## config.mk

```make
export PLATFORM = sky130hd
export DESIGN_NAME = rr_priority_encoder_8
export DESIGN_NICKNAME = d
export VERILOG_FILES = /design/src/rtl/rr_priority_encoder_8.sv
export SDC_FILE = /design/constraint.sdc
export NUM_CORES = 1
export LEC_CHECK = 0
export BUFFER_PORTS_ARGS = -buffer_cell sky130_fd_sc_hd__buf_4
export CORE_UTILIZATION = 60
export CTS_BUF_LIST = sky130_fd_sc_hd__clkbuf_8
export DETAILED_ROUTE_END_ITERATION = 8
export PLACE_DENSITY_LB_ADDON = 0.1
export SLEW_MARGIN = 20
export SYNTH_ARGS = -nofsm -noshare
export SYNTH_HDL_FRONTEND = slang
export SYNTH_SLANG_ARGS = --single-unit
```

## constraint.sdc

```tcl
create_clock -name clk -period 4.4 [get_ports clk]
set_input_delay 0.22 -clock clk [delete_from_list [all_inputs] [get_ports clk]]
set_output_delay 0.22 -clock clk [all_outputs]
set_load 0.1 [all_outputs]
```

## src/rtl/rr_priority_encoder_8.sv

```systemverilog
// Registered round-robin arbiter over 8 requesters with grant hold,
// ack/withdraw release and a bounded hold time.
module rr_priority_encoder_8 #(
  parameter int N       = 8,
  parameter int IDX_W   = 3,
  parameter int TIMEOUT = 15
) (
  input  logic             clk,
  input  logic             rst,
  input  logic [N-1:0]     req,
  input  logic             ack,
  output logic [IDX_W-1:0] idx,
  output logic             valid,
  output logic             timeout
);

  typedef enum logic {
    IDLE,
    GRANT
  } state_t;

  localparam logic [7:0] CNT_LAST = 8'(TIMEOUT - 1);

  state_t           state_q, state_d;
  logic [IDX_W-1:0] ptr_q, ptr_d;
  logic [IDX_W-1:0] idx_d;
  logic [7:0]       cnt_q, cnt_d;
  logic             valid_d, timeout_d;

  logic [IDX_W-1:0] base, win, k;
  logic             any_req;
  logic             rel, wdr, tmo;

  // In GRANT the search base is the pointer an exit would install.
  always_comb begin
    base    = (state_q == GRANT) ? idx + 1'b1 : ptr_q;
    any_req = |req;
    win     = '0;
    k       = '0;
    for (int i = N - 1; i >= 0; i--) begin
      k = base + IDX_W'(i);
      if (req[k]) win = k;
    end
  end

  always_comb begin
    state_d   = state_q;
    ptr_d     = ptr_q;
    idx_d     = idx;
    valid_d   = valid;
    cnt_d     = cnt_q;
    timeout_d = 1'b0;
    rel       = ack;
    wdr       = ~req[idx];
    tmo       = (cnt_q == CNT_LAST);
    unique case (state_q)
      IDLE: begin
        if (any_req) begin
          idx_d   = win;
          valid_d = 1'b1;
          cnt_d   = '0;
          state_d = GRANT;
        end
      end
      GRANT: begin
        if (rel || wdr || tmo) begin
          ptr_d     = idx + 1'b1;
          timeout_d = ~rel & ~wdr;
          cnt_d     = '0;
          if (any_req) begin
            idx_d   = win;
            valid_d = 1'b1;
          end else begin
            valid_d = 1'b0;
            state_d = IDLE;
          end
        end else begin
          cnt_d = cnt_q + 8'd1;
        end
      end
      default: state_d = IDLE;
    endcase
  end

  always_ff @(posedge clk) begin
    if (rst) begin
      state_q <= IDLE;
      ptr_q   <= '0;
      cnt_q   <= '0;
      idx     <= '0;
      valid   <= 1'b0;
      timeout <= 1'b0;
    end else begin
      state_q <= state_d;
      ptr_q   <= ptr_d;
      cnt_q   <= cnt_d;
      idx     <= idx_d;
      valid   <= valid_d;
      timeout <= timeout_d;
    end
  end

endmodule

```

# Word level (Yosys, flattened, before mapping)
# Index checks and enable logic that the tools add are counted.
# Widths: inputs -> output; s select.
[classes]
n_addsub = 9
n_lt_le_gt_ge = 9
eq_ne = 3
n_mux = 39
n_bitwise = 5
reduce_logical = 6
[ops]
columns = ["cell", "count"]
rows = [
  ["$lt 3x4->1 const B", 9],
  ["$mux 3", 11],
  ["$bmux 1 s3", 9],
  ["$mux 8", 2],
  ["$pmux 8 s2", 1],
  ["$mux 1", 13],
  ["$add 3x3->3 const B", 4],
  ["$add 8x1->8 const B", 1],
  ["$eq 8x4->1 const B", 1],
  ["$reduce_or 8->1", 1],
  ["$add 3x1->3 const B", 2],
  ["$add 3x2->3 const B", 2],
  ["$pmux 3 s2", 1],
  ["$not 1->1", 4],
  ["$pmux 1 s2", 2],
  ["$reduce_and 2->1", 2],
  ["$reduce_or 3->1", 1],
  ["$logic_or 1x1->1", 2],
  ["$ne 2x1->1 const B", 1],
  ["$ne 2x2->1 const B", 1],
  ["$and 1x1->1", 1],
]
[totals]
regBits = 17
input_bits = 11
out_inout_bits = 5
word_cells = 77

# Longest topological paths before layout
# Gate-level depths: netlist of run 1.
[depth]
ltp_word = 16
mapped_depth = 11
depth_no_buf = 10

# Worst setup path after synthesis of run 1
# No wires, ideal clock.
[synth_timing]
kind = "register -> register"
startpoint = "reg idx[0]"
endpoint = "reg idx[2]"
setup_time_ps = 95
t_arrival_ps = 3557
required_time_ps = 4305
slack_ps = 748
stages_incl_launch_ff = 11
n_path_buf = 1
period_less_slack_ps = 3652
cell_sequence = "dfxtp_1 > ha_1 > mux2_2 > clkbuf_1 > ha_1 > mux4_2 > a221oi_1 > o22ai_1 > a21oi_1 > o221ai_1 > a221oi_1"
[synth_between]
elab_chain_len = 16
word_cells_on_any_way = 42
classes_between = "8 x add/sub; 1 x eq/ne; 30 x mux; 1 x bitwise; 2 x reduce/logical"
[synth_lines]
columns = ["element", "line", "rtl"]
rows = [
  ["from (decl)", "12", "output logic [IDX_W-1:0] idx,"],
  ["from (signal assigned)", "97", "idx <= idx_d;"],
  ["$add 3x1->3", "36", "base = (state_q == GRANT) ? idx + 1'b1 : ptr_q;"],
  ["$mux 3", "36", ""],
  ["$add 3x3->3", "41", "k = base + IDX_W'(i);"],
  ["$bmux 1 s3", "42", "if (req[k]) win = k;"],
  ["$mux 1 (implied by the code)", "42", ""],
  ["$mux 3 (8 in a row)", "42", ""],
  ["$mux 3", "58, 70", ""],
  ["$mux 3", "66", "if (rel || wdr || tmo) begin"],
  ["$pmux 3 s2", "56", "unique case (state_q)"],
]
# Parallel ways exist; a longest one is shown, timed or not. The select of a mux whose other input is x is not followed.
# A chain may end at the register's enable or synchronous reset.

# Worst setup path in the final report of run 1
# Ends and elaborated chain as after synthesis.

==> impl_metrics.csv, run 1 <==
group,metric,value,unit
status,status,"finished clean",
logic_synthesis,synth_top_area_share,19.4,%
sta,fmax,319,MHz
place,io_buffers,15,
sta,rsz0062_at_grt,"false",
critical_path,critPathKind,"flip-flop to flip-flop",
finish,nFillCells,240,
drt,wirelength,4170,um
sta,hold_viol_final,0,
power_and_ir_drop,clkPwrFrac,9.6,%
grt,grt-ovfl-total,0,
sta,skew,1.33,ps
clock_tree,clk_path_buf_depth,2,
power_and_ir_drop,irDropWorstVdd,0.462,mV
logic_synthesis,synth_top_area_cell,"dfxtp_1",
finish,nets,234,
finish,final_common_cell,"nor2_1",
finish,drive_gt1_share,17.1,%
power_and_ir_drop,switching_share,50.2,%
logic_synthesis,syn_nets,223,
sta,setup_tns,0,ps
drt,wl_per_cell,16.8,um
drt,vias_per_cell,6.72,
logic_synthesis,syn_avg_cell_area,8.46,um^2
finish,area_delta_synth_final,7.64,%
logic_synthesis,synthArstFlopShare,0,%
power_and_ir_drop,internal_power,0.587,mW
power_and_ir_drop,p_comb_share,73.2,%
floorplanning,core_area,2760,um^2
clock_tree,post-cts-setup-buffers,0,
finish,final_cell_mix,"nor2_1, a21oi_1, mux2i_1, dfxtp_1, buf_4",
power_and_ir_drop,total_power,1.18,mW
clock_tree,numCtsBuffers,3,
clock_tree,h-tree-depth,1,
sta,slew_headroom,50.1,%
drt,dr.pass1.iters,4,
clock_tree,holdBufCountCts,0,
sta,period_share,71.3,%
drt,drtIter0Drc,82,
clock_tree,clk_pin_slew_worst_paths,60,ps
logic_synthesis,ys_types,55,
floorplanning,die_x,56.0,um
clock_tree,ctsResizeCount,0,
floorplanning,fp.dieH,56.0,um
power_and_ir_drop,seqPwrFrac,17.2,%
sta,finalSetupViolCount,0,
floorplanning,dieArea,3140,um^2
grt,grt.total_usage,28.3,%
logic_synthesis,synth_cells,207,
sta,period_minus_slack,3140,ps
clock_tree,clockRootBuffer,"clkbuf_8",
grt,grt_pass1_wl,7200,um
worst_hold_path,min_path_type,"input pin to flip-flop",
clock_tree,clock_sinks,17,
grt,grt_pass1_vias,1634,
place,hpwl,3140,um
drt,drc,0,
drt,vias,1666,
clock_tree,cts_tree,"yes",
place,place_congestion,0.924,
finish,antenna_cells,0,
logic_synthesis,ys_ff_latch,17,
critical_path,path_cells,"ha_1 > mux2_2 > ha_1 > mux4_2 > a221oi_1 > o22ai_1 > a21oi_1 > o221ai_1 > a221oi_1",
power_and_ir_drop,power.density,625,nW/um^2
critical_path,cp-start-kind,"flip-flop",
drt,antenna_left,0,
logic_synthesis,yosys_warnings,0,
logic_synthesis,synth-edff-count,0,
critical_path,cp.arrival,3290,ps
power_and_ir_drop,power.leakage,0.803,nW
critical_path,cpMaxStageDelayCell,"dfxtp_1",
floorplanning,num_rows,19,
sta,slew_viol_final,0,
logic_synthesis,synth-seq-area-share,19.4,%
critical_path,ff2ff_path_depth,9,
floorplanning,ios,16,
floorplanning,start_util,63.5,%
worst_hold_path,hold_depth,3,
flow_run,max-cap-violations,0,
grt,antenna_found_initial,0,
sta,worstMarginPinSlew,732,ps
power_and_ir_drop,switching_power,0.591,mW
clock_tree,clock_latency,250,ps
critical_path,cp_max_fo,15,
logic_synthesis,yosys-top-cells-area,"dfxtp_1, mux2i_1, mux4_2",
critical_path,cp.required,4560,ps
critical_path,slowest_delay,500,ps
logic_synthesis,netlist_area,1750,um^2
grt,grt_max_degree,19,
logic_synthesis,synth_flop_cell,"dfxtp_1",
critical_path,endpoint_kind,"flip-flop",
==> synth_stat cells, types with 2 or more instances <==
cell type	number
ha_1	5
nand3_1	8
mux2i_1	19
nor4_1	4
mux4_2	5
o211ai_1	3
xnor2_1	2
buf_6	3
dfxtp_1	17
o21ai_0	11
clkbuf_1	3
and2_1	4
o21ai_1	3
and3_1	3
a221o_1	2
a21oi_1	19
nor2b_1	3
inv_1	7
mux4_1	2
or3_1	3
nand2_1	10
nor2_1	24
or3b_1	5
nor3_1	3
a221oi_1	4
mux2_2	5
buf_2	2
==> critical path: cells and delay by family (launching register included) <==
family          cells  cell delay (ps)
fa+ha+maj           2              760
flops               1              500
compound gates      5              970
mux                 2              820
==> logic make-up after synthesis <==
logic type | count (synthesis) | share of synthesized area [%]
compound gates | 56 | 20.9
xor+xnor | 4 | 2.43
fa+ha+maj | 5 | 3.57
buf+inv | 17 | 5.29
flops | 17 | 19.4
mux | 33 | 25.6
simple gates | 75 | 22.9
==> routing by layer <==
| metal | part of all wire (%) | up-vias | GRT usage (%) |
|---|---|---|---|
| met5 | 0 | - | 0 |
| met4 | 1.6 | 0 | 10.8 |
| met3 | 4.5 | 6 | 0.698 |
| met2 | 52 | 59 | 53.9 |
| met1 | 42 | 796 | 33.3 |
| li1 | - | 805 | - |
==> worst paths after layout <==
| path | to | slack, ps | startpoint |
|---|---|---|---|
| worst max register to register | idx[2]$_SDFFE_PP0P_ | 1260 | idx[0]$_SDFFE_PP0P_ |
| worst min-delay path | timeout$_SDFF_PP0_ | 280 | ack |
| worst max-delay path | idx[2]$_SDFFE_PP0P_ | 1260 | idx[0]$_SDFFE_PP0P_ |
| worst min register to register | cnt_q[7]$_SDFFE_PP0P_ | 490 | cnt_q[7]$_SDFFE_PP0P_ |
==> state kept, by name, summed over array words and instances (netlist names) <==
name and count:
timeout 1, valid 1, idx 3, ptr_q 3
cnt_q 8, state_q 1
==> layout make-up <==
cell class	count	area [um^2]	share of cell area [%]
well taps	31	38.8	2.06
inverters	8	30.0	1.59
multi-input cells	173	1320	69.9
repair buffers	15	113	5.97
clock buffers	3	41.3	2.19
flip-flops and latches	17	340	18.0
clock inverters	1	3.75	0.199
==> power groups by stage <==
stage,Clock [mW],Combinational [mW],Sequential [mW]
finish,0.113,0.863,0.202
global route,0.122,0.939,0.206
CTS,0.116,0.855,0.202
detailed placement,0,0.851,0.206
global placement,0,0.827,0.203
floorplan,0,0.636,0.285
==> stage by stage <==
step	std cells	setup WS, ps	hold WS (ps)	util [%]	cell area, um^2
3_3_place_gp	244	1390	465	66.7	1840
2_1_floorplan	207	748	386	-	1750
6_report	248	1260	279	68.4	1890
5_1_grt	248	1040	292	68.4	1890
3_5_place_dp	244	1280	483	66.7	1840
4_1_cts	248	1260	276	68.4	1890
No activity file was read; power rests on OpenSTA's default activity.
==> run 2: changes to the inputs <==
ABC_AREA = 1   (was not set)
CORE_UTILIZATION = 56   (was 60)
clock period = 2.6 ns   (was 4.4 ns; I/O delays follow)
==> impl_metrics.csv, run 2 <==
group,metric,value,unit
logic_synthesis,synth_top_area_share,26.0,%
critical_path,cpMaxStageDelayCell,"dfxtp_4",
power_and_ir_drop,clkPwrFrac,9.3,%
finish,final_cells,356,
finish,largestRegisters,"cnt_q: 8 flops, idx: 3 flops, ptr_q: 3 flops",
place,placedCellCount,352,
finish,top_register,"cnt_q",
critical_path,cp.arrival,2550,ps
drt,vias,1940,
power_and_ir_drop,total_power,2.23,mW
logic_synthesis,ys_ff_latch,17,
drt,vias_per_cell,5.45,
critical_path,crit_top_cell,"nand2_1",
logic_synthesis,yosys-top-cells-area,"nand2_1, dfxtp_1, nand3_1",
finish,antenna_cells,0,
drt,drtIter0Drc,129,
sta,worstMarginPinSlew,545,ps
drt,drc,2,
drt,wl_per_cell,12.5,um
place,hpwl,3470,um
power_and_ir_drop,seqPwrFrac,16.6,%
critical_path,cp_num_buf_inv,2,
drt,antenna_left,0,
critical_path,cp.required,2800,ps
logic_synthesis,synth_most_common_cell,"nand2_1",
logic_synthesis,synthArstFlopShare,0,%
finish,final_common_cell,"nand2_1",
finish,multi_input_comb_area,1220,um^2
sta,finalSetupViolCount,0,
logic_synthesis,syn_nets,325,
power_and_ir_drop,p_comb_share,74.1,%
floorplanning,fp.dieH,57.9,um
logic_synthesis,yosys_warnings,0,
finish,seq_area,347,um^2
critical_path,endpoint_kind,"flip-flop",
sta,slew_headroom,63.5,%
place,io_buffers,15,
drt,dr.pass1.iters,6,
clock_tree,clock_sinks,17,
grt,grt_pass1_wl,7350,um
finish,nets,342,
clock_tree,numCtsBuffers,3,
clock_tree,clockRootBuffer,"clkbuf_8",
sta,fin_ws,252,ps
finish,largest_reg_flops,8,
grt,grt_max_degree,18,
worst_hold_path,min_path_type,"input pin to flip-flop",
sta,rsz0062_at_grt,"false",
critical_path,critPathKind,"flip-flop to flip-flop",
logic_synthesis,netlist_area,1750,um^2
clock_tree,holdBufCountCts,0,
critical_path,slowest_delay,380,ps
logic_synthesis,synth_cells,309,
clock_tree,h-tree-depth,1,
status,status,"finished with violations",
power_and_ir_drop,power.leakage,1.01,nW
power_and_ir_drop,switching_share,57.0,%
logic_synthesis,synth-edff-count,0,
floorplanning,die_x,57.9,um
floorplanning,start_util,61.2,%
sta,period_share,90.3,%
sta,period_minus_slack,2350,ps
drt,wirelength,4450,um
finish,nFillCells,295,
power_and_ir_drop,internal_power,0.957,mW
place,place_ws,162,ps
place,place_congestion,0.933,
logic_synthesis,synth_common_cells,"nand2_1, inv_1, nand3_1, a21oi_1, dfxtp_1",
logic_synthesis,synth_flop_cell,"dfxtp_1",
finish,area_delta_synth_final,11.0,%
sta,timing.hold.ws,95.3,ps
sta,skew,5.77,ps
status,failed_checks,"design-rule violations",
logic_synthesis,syn_avg_cell_area,5.65,um^2
sta,setup_tns,0,ps
logic_synthesis,synth_top_area_cell,"nand2_1",
finish,drive_gt1_share,13.8,%
grt,antenna_found_initial,0,
sta,fmax,426,MHz
grt,grt-ovfl-total,0,
finish,final_cell_mix,"nand2_1, inv_1, nand3_1, a21oi_1, buf_4",
logic_synthesis,ys_types,32,
floorplanning,ios,16,
flow_run,max-cap-violations,0,
floorplanning,core_area,2850,um^2
floorplanning,num_rows,19,
grt,grt.total_usage,28.2,%
logic_synthesis,synth-seq-area-share,19.5,%
power_and_ir_drop,irDropWorstVdd,0.742,mV
grt,grt_pass1_vias,1590,
floorplanning,dieArea,3350,um^2
power_and_ir_drop,power.density,1150,nW/um^2
clock_tree,post-cts-setup-buffers,0,
critical_path,cp-start-kind,"flip-flop",
clock_tree,ctsResizeCount,0,
critical_path,crit_family,"simple AND/OR/NAND/NOR gates",
clock_tree,clock_latency,260,ps
clock_tree,clk_pin_slew_worst_paths,70,ps
critical_path,cp_max_fo,10,
sta,hold_viol_final,0,
clock_tree,cts_tree,"yes",
sta,slew_viol_final,0,
critical_path,path_cells,"ha_1 > nand2_1 > nand2_4 > ha_4 > inv_1 > nand3_1 > nand2_1 > nand2_1 > nand2_2 > inv_1 > nand2_1 > nand2_1 > nand2_1 > nand2_1 > nand2_1 > a21oi_1 > nand2_1 > a21oi_2",
clock_tree,clk_path_buf_depth,2,
power_and_ir_drop,switching_power,1.27,mW
run 2: cell count changes in the layout (fill, tap and decap cells not counted), sizes merged, moves of 4 or more:
| cell | change |
|---|---|
| nand3 | +30 |
| mux2i | -21 |
| inv | +34 |
| a221oi | -4 |
| a21oi | +5 |
| or3b | -5 |
| nand2 | +124 |
| mux2 | -5 |
| nor2 | -12 |
| mux4 | -7 |
run 2: cell type report:
cell class | count | share of cell area, %
Clock buffer | 3 | 2.13
Clock inverter | 1 | 0.258
Tap cell | 31 | 2.00
Timing Repair Buffer | 16 | 6.19
Multi-Input combinational cell | 245 | 63.0
Inverter | 43 | 8.58
Sequential cell | 17 | 17.9
run 2: final timing paths:
path	startpoint	end	slack (ps)	cells after the start
setup / recovery	idx[0]$_SDFFE_PP0P_	idx[0]$_SDFFE_PP0P_	250	18
hold / removal	rst	idx[0]$_SDFFE_PP0P_	100	2
setup reg to reg	idx[0]$_SDFFE_PP0P_	idx[0]$_SDFFE_PP0P_	250	18
hold reg to reg	valid$_SDFFE_PP0P_	valid$_SDFFE_PP0P_	470	2
run 2: stage by stage:
step	util [%]	instance area (um^2)
2_1_floorplan	-	1750
3_3_place_gp	65.9	1880
3_5_place_dp	65.9	1880
4_1_cts	67.5	1930
5_1_grt	68.0	1940
6_report	68.0	1940
run 2: power groups by stage:
stage | clock network [mW] | logic (mW) | registers [mW]
final | 0.207 | 1.65 | 0.369
after global routing | 0.219 | 1.86 | 0.377
after CTS | 0.207 | 1.60 | 0.368
after detailed placement | 0 | 1.60 | 0.373
after global placement | 0 | 1.59 | 0.370
after floorplan | 0 | 1.15 | 0.527
run 2: cells by family (layout without fill, tap and decap cells):
logic type | count (synthesis) | after routing | share of synthesized area [%]
simple gates | 195 | 195 | 51.3
compound gates | 43 | 43 | 13.3
flops | 17 | 17 | 19.5
buf+inv | 47 | 63 | 11.3
fa+ha+maj | 5 | 5 | 3.58
xor+xnor | 2 | 2 | 1.00
run 2: layer usage:
metal	vias to the layer above	share of wire, %	track usage (%)
met1	864	51	41.5
met4	0	1.1	7.14
li1	1022	-	-
met2	47	44	42.7
met5	-	0	0
met3	7	4.4	4.69
